<file path="src/rtl/mem_pkg.sv">
// Shared types and helpers for the load/store unit: request length codes,
// FSM state encoding and the length-to-beat-count mapping.
package mem_pkg;

  localparam logic [1:0] LEN_BYTE = 2'b00;
  localparam logic [1:0] LEN_HALF = 2'b01;
  localparam logic [1:0] LEN_WORD = 2'b10;
  localparam logic [1:0] LEN_RSVD = 2'b11;

  typedef enum logic [1:0] {
    IDLE = 2'b00,
    BEAT = 2'b01,
    RESP = 2'b10
  } state_t;

  function automatic logic [2:0] len_to_beats(input logic [1:0] len);
    case (len)
      LEN_HALF: return 3'd2;
      LEN_WORD: return 3'd4;
      default:  return 3'd1;
    endcase
  endfunction

endpackage

</file>
<file path="src/rtl/lsu_rdata_fmt.sv">
// Load result formatting: zero- or sign-extends the assembled little-endian
// bytes according to the access length.
module lsu_rdata_fmt
  import mem_pkg::*;
(
  input  logic [31:0] raw,
  input  logic [1:0]  len,
  input  logic        sgn,
  output logic [31:0] data
);

  always_comb begin
    case (len)
      LEN_BYTE: data = {{24{sgn & raw[7]}}, raw[7:0]};
      LEN_HALF: data = {{16{sgn & raw[15]}}, raw[15:0]};
      default:  data = raw;
    endcase
  end

endmodule

</file>
<file path="src/rtl/mem_lsu.sv">
// Load/store initiator: serialises one 8/16/32-bit core request into byte
// beats on the RAM port. Define LSU_MISALIGN_EN to allow misaligned half/word.
module mem_lsu
  import mem_pkg::*;
#(
  parameter int RAM_WIDTH = 12
) (
  input  logic        clk,
  input  logic        rst_n,
  input  logic        req_valid,
  output logic        req_ready,
  input  logic        req_we,
  input  logic [1:0]  req_len,
  input  logic        req_signed,
  input  logic [31:0] req_addr,
  input  logic [31:0] req_wdata,
  output logic        resp_valid,
  output logic [31:0] resp_rdata,
  output logic        resp_err,
  output logic        mem_rw,
  output logic [1:0]  mem_len,
  output logic [31:0] mem_addr,
  output logic [31:0] mem_write,
  input  logic [31:0] mem_read,
  input  logic        mem_exception
);

  state_t      state_q, state_d;
  logic        we_q, we_d;
  logic [1:0]  len_q, len_d;
  logic        signed_q, signed_d;
  logic [31:0] addr_q, addr_d;
  logic [31:0] wdata_q, wdata_d;
  logic [31:0] rdata_q, rdata_d;
  logic        err_q, err_d;
  logic [1:0]  k_q, k_d;

  logic [2:0]  req_beats;
  logic [32:0] last_addr;
  logic        misalign;
  logic        pre_fail;
  logic        last_beat;
  logic        in_beat;
  logic [31:0] fmt_data;
  logic        unused_read_hi;

  assign unused_read_hi = ^mem_read[31:8];

  // Precheck works on the raw request so a failure can answer on cycle 1.
  assign req_beats = len_to_beats(req_len);
  assign last_addr = {1'b0, req_addr} + 33'(req_beats) - 33'd1;
`ifdef LSU_MISALIGN_EN
  assign misalign  = 1'b0;
`else
  assign misalign  = ((req_len == LEN_HALF) && req_addr[0]) ||
                     ((req_len == LEN_WORD) && (req_addr[1:0] != 2'b00));
`endif
  assign pre_fail  = (req_len == LEN_RSVD) || misalign || last_addr[32] ||
                     (|last_addr[31:RAM_WIDTH+1]);

  assign last_beat = (3'(k_q) == (len_to_beats(len_q) - 3'd1));

  // NOTE: every always_comb output gets a default first so no path infers a latch.
  always_comb begin
    state_d  = state_q;
    we_d     = we_q;
    len_d    = len_q;
    signed_d = signed_q;
    addr_d   = addr_q;
    wdata_d  = wdata_q;
    rdata_d  = rdata_q;
    err_d    = err_q;
    k_d      = k_q;
    case (state_q)
      IDLE: begin
        if (req_valid) begin
          we_d     = req_we;
          len_d    = req_len;
          signed_d = req_signed;
          addr_d   = req_addr;
          wdata_d  = req_wdata;
          rdata_d  = '0;
          k_d      = '0;
          err_d    = pre_fail;
          state_d  = pre_fail ? RESP : BEAT;
        end
      end
      BEAT: begin
        if (mem_exception) begin
          err_d   = 1'b1;
          state_d = RESP;
        end else begin
          if (!we_q) rdata_d[8*k_q +: 8] = mem_read[7:0];
          if (last_beat) state_d = RESP;
          else           k_d     = k_q + 2'd1;
        end
      end
      RESP: begin
        k_d     = '0;
        state_d = IDLE;
      end
      default: state_d = IDLE;
    endcase
  end

  // NOTE: sequential state uses non-blocking assignments only.
  always_ff @(posedge clk or negedge rst_n) begin
    if (!rst_n) begin
      state_q  <= IDLE;
      we_q     <= 1'b0;
      len_q    <= LEN_BYTE;
      signed_q <= 1'b0;
      addr_q   <= '0;
      wdata_q  <= '0;
      rdata_q  <= '0;
      err_q    <= 1'b0;
      k_q      <= '0;
    end else begin
      state_q  <= state_d;
      we_q     <= we_d;
      len_q    <= len_d;
      signed_q <= signed_d;
      addr_q   <= addr_d;
      wdata_q  <= wdata_d;
      rdata_q  <= rdata_d;
      err_q    <= err_d;
      k_q      <= k_d;
    end
  end

  lsu_rdata_fmt u_fmt (
    .raw  (rdata_q),
    .len  (len_q),
    .sgn  (signed_q),
    .data (fmt_data)
  );

  // Port drive is decoded from registered state so reset clears it at once.
  assign in_beat    = (state_q == BEAT);
  assign req_ready  = (state_q == IDLE);
  assign mem_rw     = in_beat & we_q & ~mem_exception;
  assign mem_len    = LEN_BYTE;
  assign mem_addr   = in_beat ? (addr_q + 32'(k_q)) : 32'd0;
  assign mem_write  = (in_beat & we_q) ? {24'd0, wdata_q[8*k_q +: 8]} : 32'd0;
  assign resp_valid = (state_q == RESP);
  assign resp_err   = resp_valid & err_q;
  assign resp_rdata = (resp_valid & ~err_q & ~we_q) ? fmt_data : 32'd0;

endmodule
</file>
<file path="config.mk">
export PLATFORM = sky130hd
export DESIGN_NAME = mem_lsu
export DESIGN_NICKNAME = d
export VERILOG_FILES = /design/src/rtl/mem_pkg.sv /design/src/rtl/lsu_rdata_fmt.sv /design/src/rtl/mem_lsu.sv
export SDC_FILE = /design/constraint.sdc
export NUM_CORES = 1
export LEC_CHECK = 0
export ABC_AREA = 1
export CAP_MARGIN = 20
export CORE_MARGIN = 2
export CORE_UTILIZATION = 55
export DETAILED_ROUTE_END_ITERATION = 12
export PLACE_DENSITY = 0.95
export SETUP_SLACK_MARGIN = 0.4
export SLEW_MARGIN = 20
export SYNTH_ARGS = -nofsm -noshare
export SYNTH_HDL_FRONTEND = slang
export SYNTH_SLANG_ARGS = --single-unit
</file>
<file path="constraint.sdc">
create_clock -name clk -period 5.15 [get_ports clk]
set_clock_uncertainty 0.1 [all_clocks]
set_input_delay 1.03 -clock clk [delete_from_list [all_inputs] [get_ports clk]]
set_output_delay 1.03 -clock clk [all_outputs]
set_load 0.01 [all_outputs]
</file>
==> flow_metrics.py <==
metrics = {
    "run_status": {
        "outcome": "finished, final reports clean",
    },
    "logic_synthesis": {
        "synth_enable_flop_cells": 0,
        "netlist-cell-type-count": 45,
        "asyncSetResetFlopFracSynth_pct": 100,
        "yosys_warnings": 0,
        "synth.top_cells.by_area": "dfrtp_1, nand2_1, inv_1",
        "post_synth_instance_area_um2": 8550,
        "yosys.area.top_type_share_pct": 30.7,
        "seq_area_frac_synth_pct": 30.7,
        "synth-main-ff-cell": "dfrtp_1",
        "syn-instance-count": 1358,
        "synth-seq-cells": 105,
        "syn-mean-instance-area_um2": 6.29,
        "largest_area_contributor_in_the_netlist": "dfrtp_1",
    },
    "cells_and_area": {
        "num-fill-cells": 1234,
        "drive_above_1_share_pct": 4.06,
        "total_area_of_sequential_cells_um2": 2630,
        "finish.net_count": 1646,
        "number_of_standard_cells_in_the_final_layout_excluding_fillers": 1689,
        "n_antenna_cell": 0,
        "area_delta_synth_final_pct": 22.2,
        "multi_input_area_um2": 4820,
    },
    "place": {
        "routabilityCongestion": 0.947,
        "port-buffer-count": 155,
        "detailedPlace.worstSlack_ns": 0.911,
        "dp_hpwl_mm": 19.5,
        "place_inst": 1672,
    },
    "die": {
        "std_cell_rows": 45,
        "ios": 206,
        "die_area_um2": 16600,
        "initial_core_util_pct": 56.2,
        "fp.dieW_um": 129,
        "die_h_um": 129,
        "floorplan.core_area_um2": 15200,
    },
    "timing": {
        "finalMaxSlewViolations": 0,
        "slew-limit-headroom_pct": 29.6,
        "post-route-period-util_pct": 86.2,
        "grt_setup_unrepaired": "no",
        "fin_setup_tns_ns": 0,
        "timing_worst_slew_pin_value_ns": 1.05,
        "worst_slack_ns": 0.711,
        "final_hold_viol_count": 0,
        "fmax_mhz": 225,
        "timing.final.crit_period_ns": 4.44,
        "setup_viol_count_final": 0,
        "final.hold.worst_slack_ns": 0.382,
    },
    "clock_network": {
        "cts_root_buffer": "clkbuf_16",
        "cts_tree": "done",
        "tritoncts.num_buffers": 9,
        "clock_path_buffers": 2,
        "clock_latency_at_the_later_pin_of_the_worst_skew_pair_ns": 0.35,
        "numClockSinks": 105,
        "cts_post_setup_buffers_inserted": 0,
        "cts_max_level": 3,
        "cts.clk_slew.worst_paths_ns": 0.08,
    },
    "hold_path": {
        "min_delay_worst_endpoint": "wdata_q[9]",
        "min_path_cells": 2,
        "hp-start": "wdata_q[9]",
        "worst_hold_path_type": "flip-flop to flip-flop",
    },
    "power": {
        "static-leakage-power_uw": 0.00522,
        "power_density_nw_per_um2": 318,
        "vdd_ir_drop_max_mv": 0.255,
    },
    "worst_setup_path": {
        "worst_ep_arrival_time_ns": 3.31,
        "worst-r2r-setup-slack_ns": 1.94,
        "reg2reg_depth": 7,
        "start_kind": "flip-flop",
        "r2r_end": "rdata_q[6]",
        "critPathKind": "flip-flop to output port",
        "required_ns": 4.02,
        "r2r-start": "k_q[0]",
        "worst_setup_path_end_kind": "output port",
        "crit_path_max_fo": 14,
    },
    "routing": {
        "route.detailed.vias_per_inst": 5.51,
        "detail_route.wirelength_mm": 25.7,
        "wl_per_cell_um": 15.2,
        "drtIter0Drc": 793,
        "ant_nets": 0,
        "vias": 9304,
        "number_of_design_rule_violations_left_after_detail_routing": 0,
        "firstDrtPassIters": 5,
    },
    "global_routing": {
        "track_usage_pct": 30.9,
        "grt-ovfl-total": 0,
        "grt_first_pass_wirelength_mm": 40.8,
        "number_of_antenna_violations_at_the_first_check_in_global_routing": 0,
        "first_global_vias": 8669,
        "maximum_number_of_pins_on_one_net_before_global_route_repair": 104,
    },
    "job": {
        "max-cap-violations": 0,
    },
}
==> synth_stat cells, types with 2 or more instances <==
master	count
a21oi_1	64
a21oi_2	2
a31oi_1	6
buf_2	3
buf_4	27
clkbuf_1	27
clkinv_1	2
dfrtp_1	105
ha_1	45
inv_1	219
inv_2	11
nand2_1	425
nand2_2	6
nand3_1	62
nand3b_1	7
nand4_1	23
nor2_1	155
nor2_2	2
nor2_4	4
nor3_1	22
nor3_2	2
nor3_4	2
nor4_1	4
nor4_2	3
o211ai_1	3
o21a_1	3
o21ai_0	97
o21ai_1	2
o21bai_1	4
o31ai_1	3
xor2_1	4
==> critical path, stage by stage, from the launching register on <==
cell and delay (ns):
dfrtp_2 0.57, fa_1 0.26, nand2_1 0.07, nor2_1 0.29
nand2_2 0.13, nor2_4 0.20, inv_1 0.09, nor4_2 0.30
o21ai_0 0.13, a31oi_1 0.31, clkdlybuf4s50_1 0.60
==> cell usage in the layout (no fill, tap or decap), types with 4 or more instances in the layout <==
master and instances:
clkbuf_16 9, nand3b_1 7, conb_1 26, inv_1 219, nor4_1 4, inv_2 11, nor3_1 22, nand2_1 424
nand2_2 7, nor2_1 155, o21ai_0 97, nand3_1 62, xor2_1 4, o21bai_1 4, clkdlybuf4s50_1 154, a21oi_1 64
nand4_1 23, ha_1 45, a31oi_1 6, nor2_4 4, dfrtp_1 104, buf_4 6
==> timing repair <==
action                                  CTS  global route
resized for setup                         0             1
hold buffers                              0             0
endpoints found under the setup margin    0             2
==> cell families (layout without fill, tap and decap cells) <==
| group | count (synthesis) | in the layout | share of synthesized area [%] |
|---|---|---|---|
| AND/OR/NAND/NOR | 722 | 722 | 36.1 |
| adder cells (fa/ha/maj) | 46 | 46 | 6.82 |
| XOR/XNOR | 5 | 5 | 0.512 |
| AO/OA/AOI/OAI | 189 | 189 | 11.8 |
| other | 1 | 26 | 0.0439 |
| flip-flops | 105 | 105 | 30.7 |
| buffers and inverters | 290 | 408 | 14.0 |
==> worst max path at each step <==
stage | slack (ns) | from | endpoint | cells after the start
global route | 0.52 | k_q[1] | mem_addr[20] | 12
finish | 0.71 | k_q[1] | mem_addr[18] | 10
CTS | 0.60 | k_q[1] | mem_addr[20] | 12
floorplan | 2.03 | k_q[0] | mem_addr[26] | 13
detailed placement | 0.91 | req_len[0] | err_q | 23
global placement | 0.97 | req_len[0] | err_q | 23
==> through the flow <==
step	utilization (%)	power, µW	area, µm²
finish	68.7	3320	10400
global route	68.7	3540	10400
detailed placement	66.7	2570	10100
floorplan	-	2190	8640
global placement	66.7	2490	10100
CTS	68.6	3280	10400
==> sequential cells by signal (all words and copies together) (netlist names), 2 cells and up <==
register	flops
addr_q	32
k_q	2
len_q	2
rdata_q	32
state_q	2
wdata_q	32
==> routing by layer <==
metal | GRT usage, % | up-vias | routed length, µm
li1 | - | 4487 | -
met1 | 38.5 | 4212 | 10200
met2 | 53.8 | 511 | 12300
met3 | 3.08 | 94 | 2020
met4 | 14.6 | 0 | 1190
met5 | 0 | - | 0
==> power breakdown <==
group	switching, µW	internal [µW]	leakage (µW)
registers	278	1090	0.00135
logic	840	413	0.00373
clock network	341	354	0.000145
==> layout make-up <==
cell class | instances | area share, %
timing repair buffer | 160 | 15.2
multi-input combinational | 988 | 46.2
sequential | 105 | 25.2
clock inverter | 6 | 0.563
inverter | 232 | 8.34
tap | 188 | 2.25
clock buffer | 10 | 2.29
Power figures use the tool's default switching activity.
